===== config.mk =====
export PLATFORM = sky130hd
export DESIGN_NAME = rr_arb8_16b
export DESIGN_NICKNAME = d
export VERILOG_FILES = /design/src/rtl/rr_arb8_16b.sv
export SDC_FILE = /design/constraint.sdc
export NUM_CORES = 1
export LEC_CHECK = 0
export ABC_AREA = 1
export CORE_MARGIN = 5
export CORE_UTILIZATION = 37
export CTS_CLUSTER_DIAMETER = 40
export DETAILED_ROUTE_END_ITERATION = 8
export GPL_ROUTABILITY_DRIVEN = 1
export PLACE_DENSITY = 0.89
export SETUP_SLACK_MARGIN = 0.15
export SYNTH_ARGS = -nofsm -noshare
export SYNTH_HDL_FRONTEND = slang
export SYNTH_SLANG_ARGS = --single-unit

===== constraint.sdc =====
create_clock -name clk -period 4.2 [get_ports clk]
set_input_delay 1.05 -clock clk [delete_from_list [all_inputs] [get_ports clk]]
set_output_delay 1.05 -clock clk [all_outputs]
set_load 0.05 [all_outputs]

===== src/rtl/rr_arb8_16b.sv =====
// Round-robin arbiter/sequencer for the shared 8-input 16-bit datapath mux.
// Grants one requester per burst and forwards its words over valid/ready.

module mux8_1_16b (
  input  logic [127:0] in_data,
  input  logic [2:0]   sel,
  output logic [15:0]  out_data
);

  // Select one 16-bit slice of the packed requester words
  always_comb begin
    out_data = 16'h0000;
    case (sel)
      3'd0:    out_data = in_data[15:0];
      3'd1:    out_data = in_data[31:16];
      3'd2:    out_data = in_data[47:32];
      3'd3:    out_data = in_data[63:48];
      3'd4:    out_data = in_data[79:64];
      3'd5:    out_data = in_data[95:80];
      3'd6:    out_data = in_data[111:96];
      3'd7:    out_data = in_data[127:112];
      default: out_data = 16'h0000;
    endcase
  end

endmodule

module rr_arb8_16b #(
  parameter int unsigned MAX_BEATS = 16
) (
  input  logic         clk,
  input  logic         rst_n,
  input  logic [7:0]   req,
  input  logic [7:0]   last,
  input  logic [127:0] in_data,
  input  logic         out_ready,
  output logic         out_valid,
  output logic [15:0]  out_data,
  output logic         out_last,
  output logic [2:0]   sel,
  output logic [7:0]   grant,
  output logic [7:0]   ack,
  output logic         busy
);

  typedef enum logic [0:0] {
    IDLE  = 1'b0,
    GRANT = 1'b1
  } state_t;

  localparam logic [7:0] LIMIT_M1 = 8'(MAX_BEATS - 1);

  state_t      state_r;
  logic [2:0]  ptr_r;
  logic [2:0]  sel_r;
  logic [7:0]  grant_r;
  logic [7:0]  beat_cnt_r;

  logic [2:0]  win_s;
  logic        xfer_s;
  logic        last_s;
  logic [15:0] mux_data_s;

  // First set request bit scanning ptr, ptr+1, ... (mod 8)
  function automatic logic [2:0] rr_pick(input logic [7:0] r, input logic [2:0] p);
    logic [2:0] idx;
    logic [2:0] res;
    logic       found;
    res   = p;
    found = 1'b0;
    for (int k = 0; k < 8; k++) begin
      idx   = p + 3'(k);
      res   = (!found && r[idx]) ? idx : res;
      found = found | r[idx];
    end
    return res;
  endfunction

  assign win_s = rr_pick(req, ptr_r);

  mux8_1_16b u_mux (
    .in_data  (in_data),
    .sel      (sel_r),
    .out_data (mux_data_s)
  );

  // Transfer qualification and end-of-grant detection
  always_comb begin
    xfer_s = 1'b0;
    last_s = 1'b0;
    ack    = 8'h00;
    if (state_r == GRANT) begin
      xfer_s = out_ready;
      last_s = last[sel_r] | (beat_cnt_r == LIMIT_M1);
    end else begin
      xfer_s = 1'b0;
      last_s = 1'b0;
    end
    // A reset cycle aborts the burst, so no beat is acknowledged in it
    if (xfer_s && rst_n) begin
      ack = grant_r;
    end else begin
      ack = 8'h00;
    end
  end

  assign out_valid = (state_r == GRANT);
  assign busy      = (state_r == GRANT);
  assign out_last  = last_s;
  assign out_data  = mux_data_s;
  assign sel       = sel_r;
  assign grant     = grant_r;

  // Arbitration / burst sequencing state machine
  always_ff @(posedge clk) begin
    if (!rst_n) begin
      state_r    <= IDLE;
      ptr_r      <= 3'd0;
      sel_r      <= 3'd0;
      grant_r    <= 8'h00;
      beat_cnt_r <= 8'd0;
    end else begin
      case (state_r)
        IDLE: begin
          if (req != 8'h00) begin
            sel_r      <= win_s;
            grant_r    <= 8'd1 << win_s;
            beat_cnt_r <= 8'd0;
            state_r    <= GRANT;
          end else begin
            state_r    <= IDLE;
          end
        end
        GRANT: begin
          if (xfer_s) begin
            if (last_s) begin
              // Clearing on release keeps the count below MAX_BEATS
              state_r    <= IDLE;
              grant_r    <= 8'h00;
              ptr_r      <= sel_r + 3'd1;
              beat_cnt_r <= 8'd0;
            end else begin
              beat_cnt_r <= beat_cnt_r + 8'd1;
            end
          end else begin
            state_r <= GRANT;
          end
        end
        default: begin
          state_r    <= IDLE;
          grant_r    <= 8'h00;
          beat_cnt_r <= 8'd0;
        end
      endcase
    end
  end

endmodule


==> run metrics <==
cells after synthesis=464; sequential cell area in the final layout=460 sq um; count of synthesis-stage warnings from yosys=0; overall track demand over capacity in global routing=26.9%; startpoint of the worst hold path=grant[3]; path type of the worst min-delay path=flip-flop to flip-flop; dominant cells by area after synthesis=sky130_fd_sc_hd__dfxtp_1, sky130_fd_sc_hd__nand3_1, sky130_fd_sc_hd__nand2_1; sequential element share of the synthesized area=16.7%; Min-Delay Path Depth=2; number of levels the H-tree was split into=1; destination of the worst hold path=grant[3]; busiest metal layer after global routing=met2; Mapped Area=2760 sq um; number of standard cells in the layout, taps in and fillers out=733; I/O pin cnt=185; # fillers=589; endpoints failing hold=0; via-per-instance ratio=5.50; multi-input combinational cell area=1990 sq um; overall power after layout=1.46 mW; met1 layer usage reported by global route=28.0%; flip-flop and latch count after synthesis=23; met3 routing resource usage after global routing=roughly 6.4%; number of distinct library cell variants in the gate-level netlist after synthesis=38; min cycle time layout=3.65 ns; final number of max-transition violations=0; number of global-route vias before repair=between 3,000 and 4,000; Worst VDD drop=0.143 mV; Routed WL per cell=18.2 um; post-route DRC violation count=0; largest incremental delay on the critical path=0.51 ns; row cnt=31; number of cells upsized or downsized after cts=0; worst slew margin relative to its limit=53.4%; DP Worst Slack=0.585 ns; cell-by-cell trace of the critical path=inv_1, ha_1, nand2_1, buf_4, o21ai_0, a221oi_1, nand3_1, buf_12; launch point of the critical path=sel[0]; Std-Cell Core Area=7250 sq um; Initial Utilization=38.1%; Detailed Place HPWL=11,300 um; Worst Reg2Reg Path Length in Cells=17; number of optimization iterations in the first detailed-route pass=5; final total negative setup slack=0 ns; post-synth net total=620; global routing usage on met2=49.6%; Worst-Skew Late Latency=0.26 ns; clk sinks=23; Critical Path AT=2.60 ns; first-pass GRT wire length=roughly 20,000 um; nature of the critical path startpoint=flip-flop; kind of critical path=flip-flop to primary output; post-detailed-route count of antenna-violating nets=0; number of nets in the finished design=791; largest fanout of any net on the critical path=13; fraction of final layout cells with drive strength greater than 1=a little under a tenth; Synth-to-Final Area Change=76.4%; Yosys top cell by area=sky130_fd_sc_hd__dfxtp_1; wire length after detailed routing=13,300 um; iteration-0 DRC count of the detailed router=212; power per cell area=299 nW/um^2; antenna violations before repair=0; total vias in the final route=4,031; result of the run=completed; endpoint of the worst register-to-register path=grant[6]; maximum buffer depth of the clock tree=2; Hold Slack=0.489 ns; data required time of the critical path=3.15 ns; Die Height=~96 um; setup slack of the worst register-to-register path=0.88 ns; Final Wtd Congestion=0.949; critical path's slowest cell=sky130_fd_sc_hd__dfxtp_1; crit end category=primary output; transition at the pin with the smallest max-transition slack=0.699 ns; clock buffer count from CTS=3; Worst Slack Setup Final=0.553 ns; Die Width=96.4 um; fmax=around 270 MHz; # Max-Cap Violations=0; skew final=0.00148 ns; CTS tree=yes; unrepaired setup endpoints after global routing=no; remaining global-route overflow=0; ratio of final minimum period to clock period=86.8%; critical register-to-register path startpoint=ptr_r[0]; number of antenna diodes=0; clock-pin slew on the worst setup and hold paths=0.08 ns; number of endpoints failing setup at the final stage=0; Die Outline Area=9300 sq um; hold-fix buffer count after cts=0; share of Yosys cell area claimed by the top area cell type=16.7%; Synth Area per Inst=5.96 sq um; largest net degree at the start of global routing=29; total placed cells including tap cells=729; number of port buffers=184; root buffer cell=sky130_fd_sc_hd__clkbuf_8; number of buffers added for setup after CTS=0; Static Leakage=between 2 and 2.5 nW
[critical path: cells and delay by family, from the launching register on]
kind	cells	cell delay (ns)
AOI/OAI and AO/OA	2	0.33
buffers and inverters	3	0.61
adders and majority gates	1	0.35
and+or+nand+nor	2	0.52
DFF	1	0.51
[sequential cells by signal, summed over array words and instances (netlist names)]
name	flops
beat_cnt_r	8
sel	3
ptr_r	3
busy	1
grant	8
[through the flow]
stage / area, sq um / utilization (%)
final: 4880 / 67.2
after floorplan: 2770 / -
after global routing: 4880 / 67.2
after CTS: 4880 / 67.2
after detailed placement: 4830 / 66.6
after global placement: 4830 / 66.6
[worst max path at each step]
stage	endpoint	slack (ns)	cells after the start
2_1_floorplan	out_data[0]	0.26	9
3_3_place_gp	ack[2]	0.61	4
3_5_place_dp	ack[1]	0.59	4
4_1_cts	out_data[11]	0.55	8
5_1_grt	out_data[11]	0.31	8
6_report	out_data[11]	0.55	8
[layout by cell type (no fill, tap or decap), types with 3 or more instances in the layout]
cell and count:
sky130_fd_sc_hd__o21ai_0 23, sky130_fd_sc_hd__ha_1 9, sky130_fd_sc_hd__nand4_1 6, sky130_fd_sc_hd__clkdlybuf4s50_1 159
sky130_fd_sc_hd__dfxtp_1 23, sky130_fd_sc_hd__nand2_2 6, sky130_fd_sc_hd__xor2_1 5, sky130_fd_sc_hd__nor2_1 31
sky130_fd_sc_hd__a221oi_1 21, sky130_fd_sc_hd__clkbuf_8 3, sky130_fd_sc_hd__buf_4 10, sky130_fd_sc_hd__inv_1 50
sky130_fd_sc_hd__nand4_2 3, sky130_fd_sc_hd__inv_2 7, sky130_fd_sc_hd__a21oi_1 26, sky130_fd_sc_hd__a32o_1 12
sky130_fd_sc_hd__buf_12 18, sky130_fd_sc_hd__o21ai_1 6, sky130_fd_sc_hd__nand2_1 95, sky130_fd_sc_hd__clkinv_1 4
sky130_fd_sc_hd__nand3_1 91
[cell type report]
| cell class | instances | share of cell area (%) |
|---|---|---|
| clock buffer | 4 | 0.924 |
| inverter | 61 | 4.70 |
| multi-input combinational | 359 | 40.8 |
| sequential | 23 | 9.44 |
| tap | 99 | 2.54 |
| timing repair buffer | 187 | 41.6 |
[report_power, final]
part           switching [mW]  internal, mW
Combinational           0.598         0.465
Clock                  0.0697        0.0677
Sequential             0.0230         0.234
Total                   0.691         0.767
[logic make-up (layout without fill, tap and decap cells)]
group	after synthesis	in the layout	synth area share (%)
mux	1	1	0.362
flops	23	23	16.7
buf+inv	82	252	11.5
compound gates	96	96	23.5
simple gates	247	247	41.7
fa+ha+maj	9	9	4.07
xor+xnor	6	6	2.17
[layer usage]
metal,share of wire [%],vias to the layer above
met4,5.6,0
met3,11,51
met2,50,210
met1,34,1817
met5,0,-
li1,-,1953
[synth_stat cells, drive strengths merged]
library cell	count
and3	1
a32o	12
clkbuf	16
mux2i	1
clkinv	4
o221ai	1
xor2	5
inv	57
o211ai	1
nand4	9
dfxtp	23
nor3	2
o21ai	31
o21a	1
a221oi	21
nor2	35
a31o	1
xnor2	1
ha	9
or4	2
nand2	101
a31oi	2
buf	5
nor4	2
or2	1
nand3	93
nor3b	1
a21oi	26
Power figures use the tool's default switching activity.
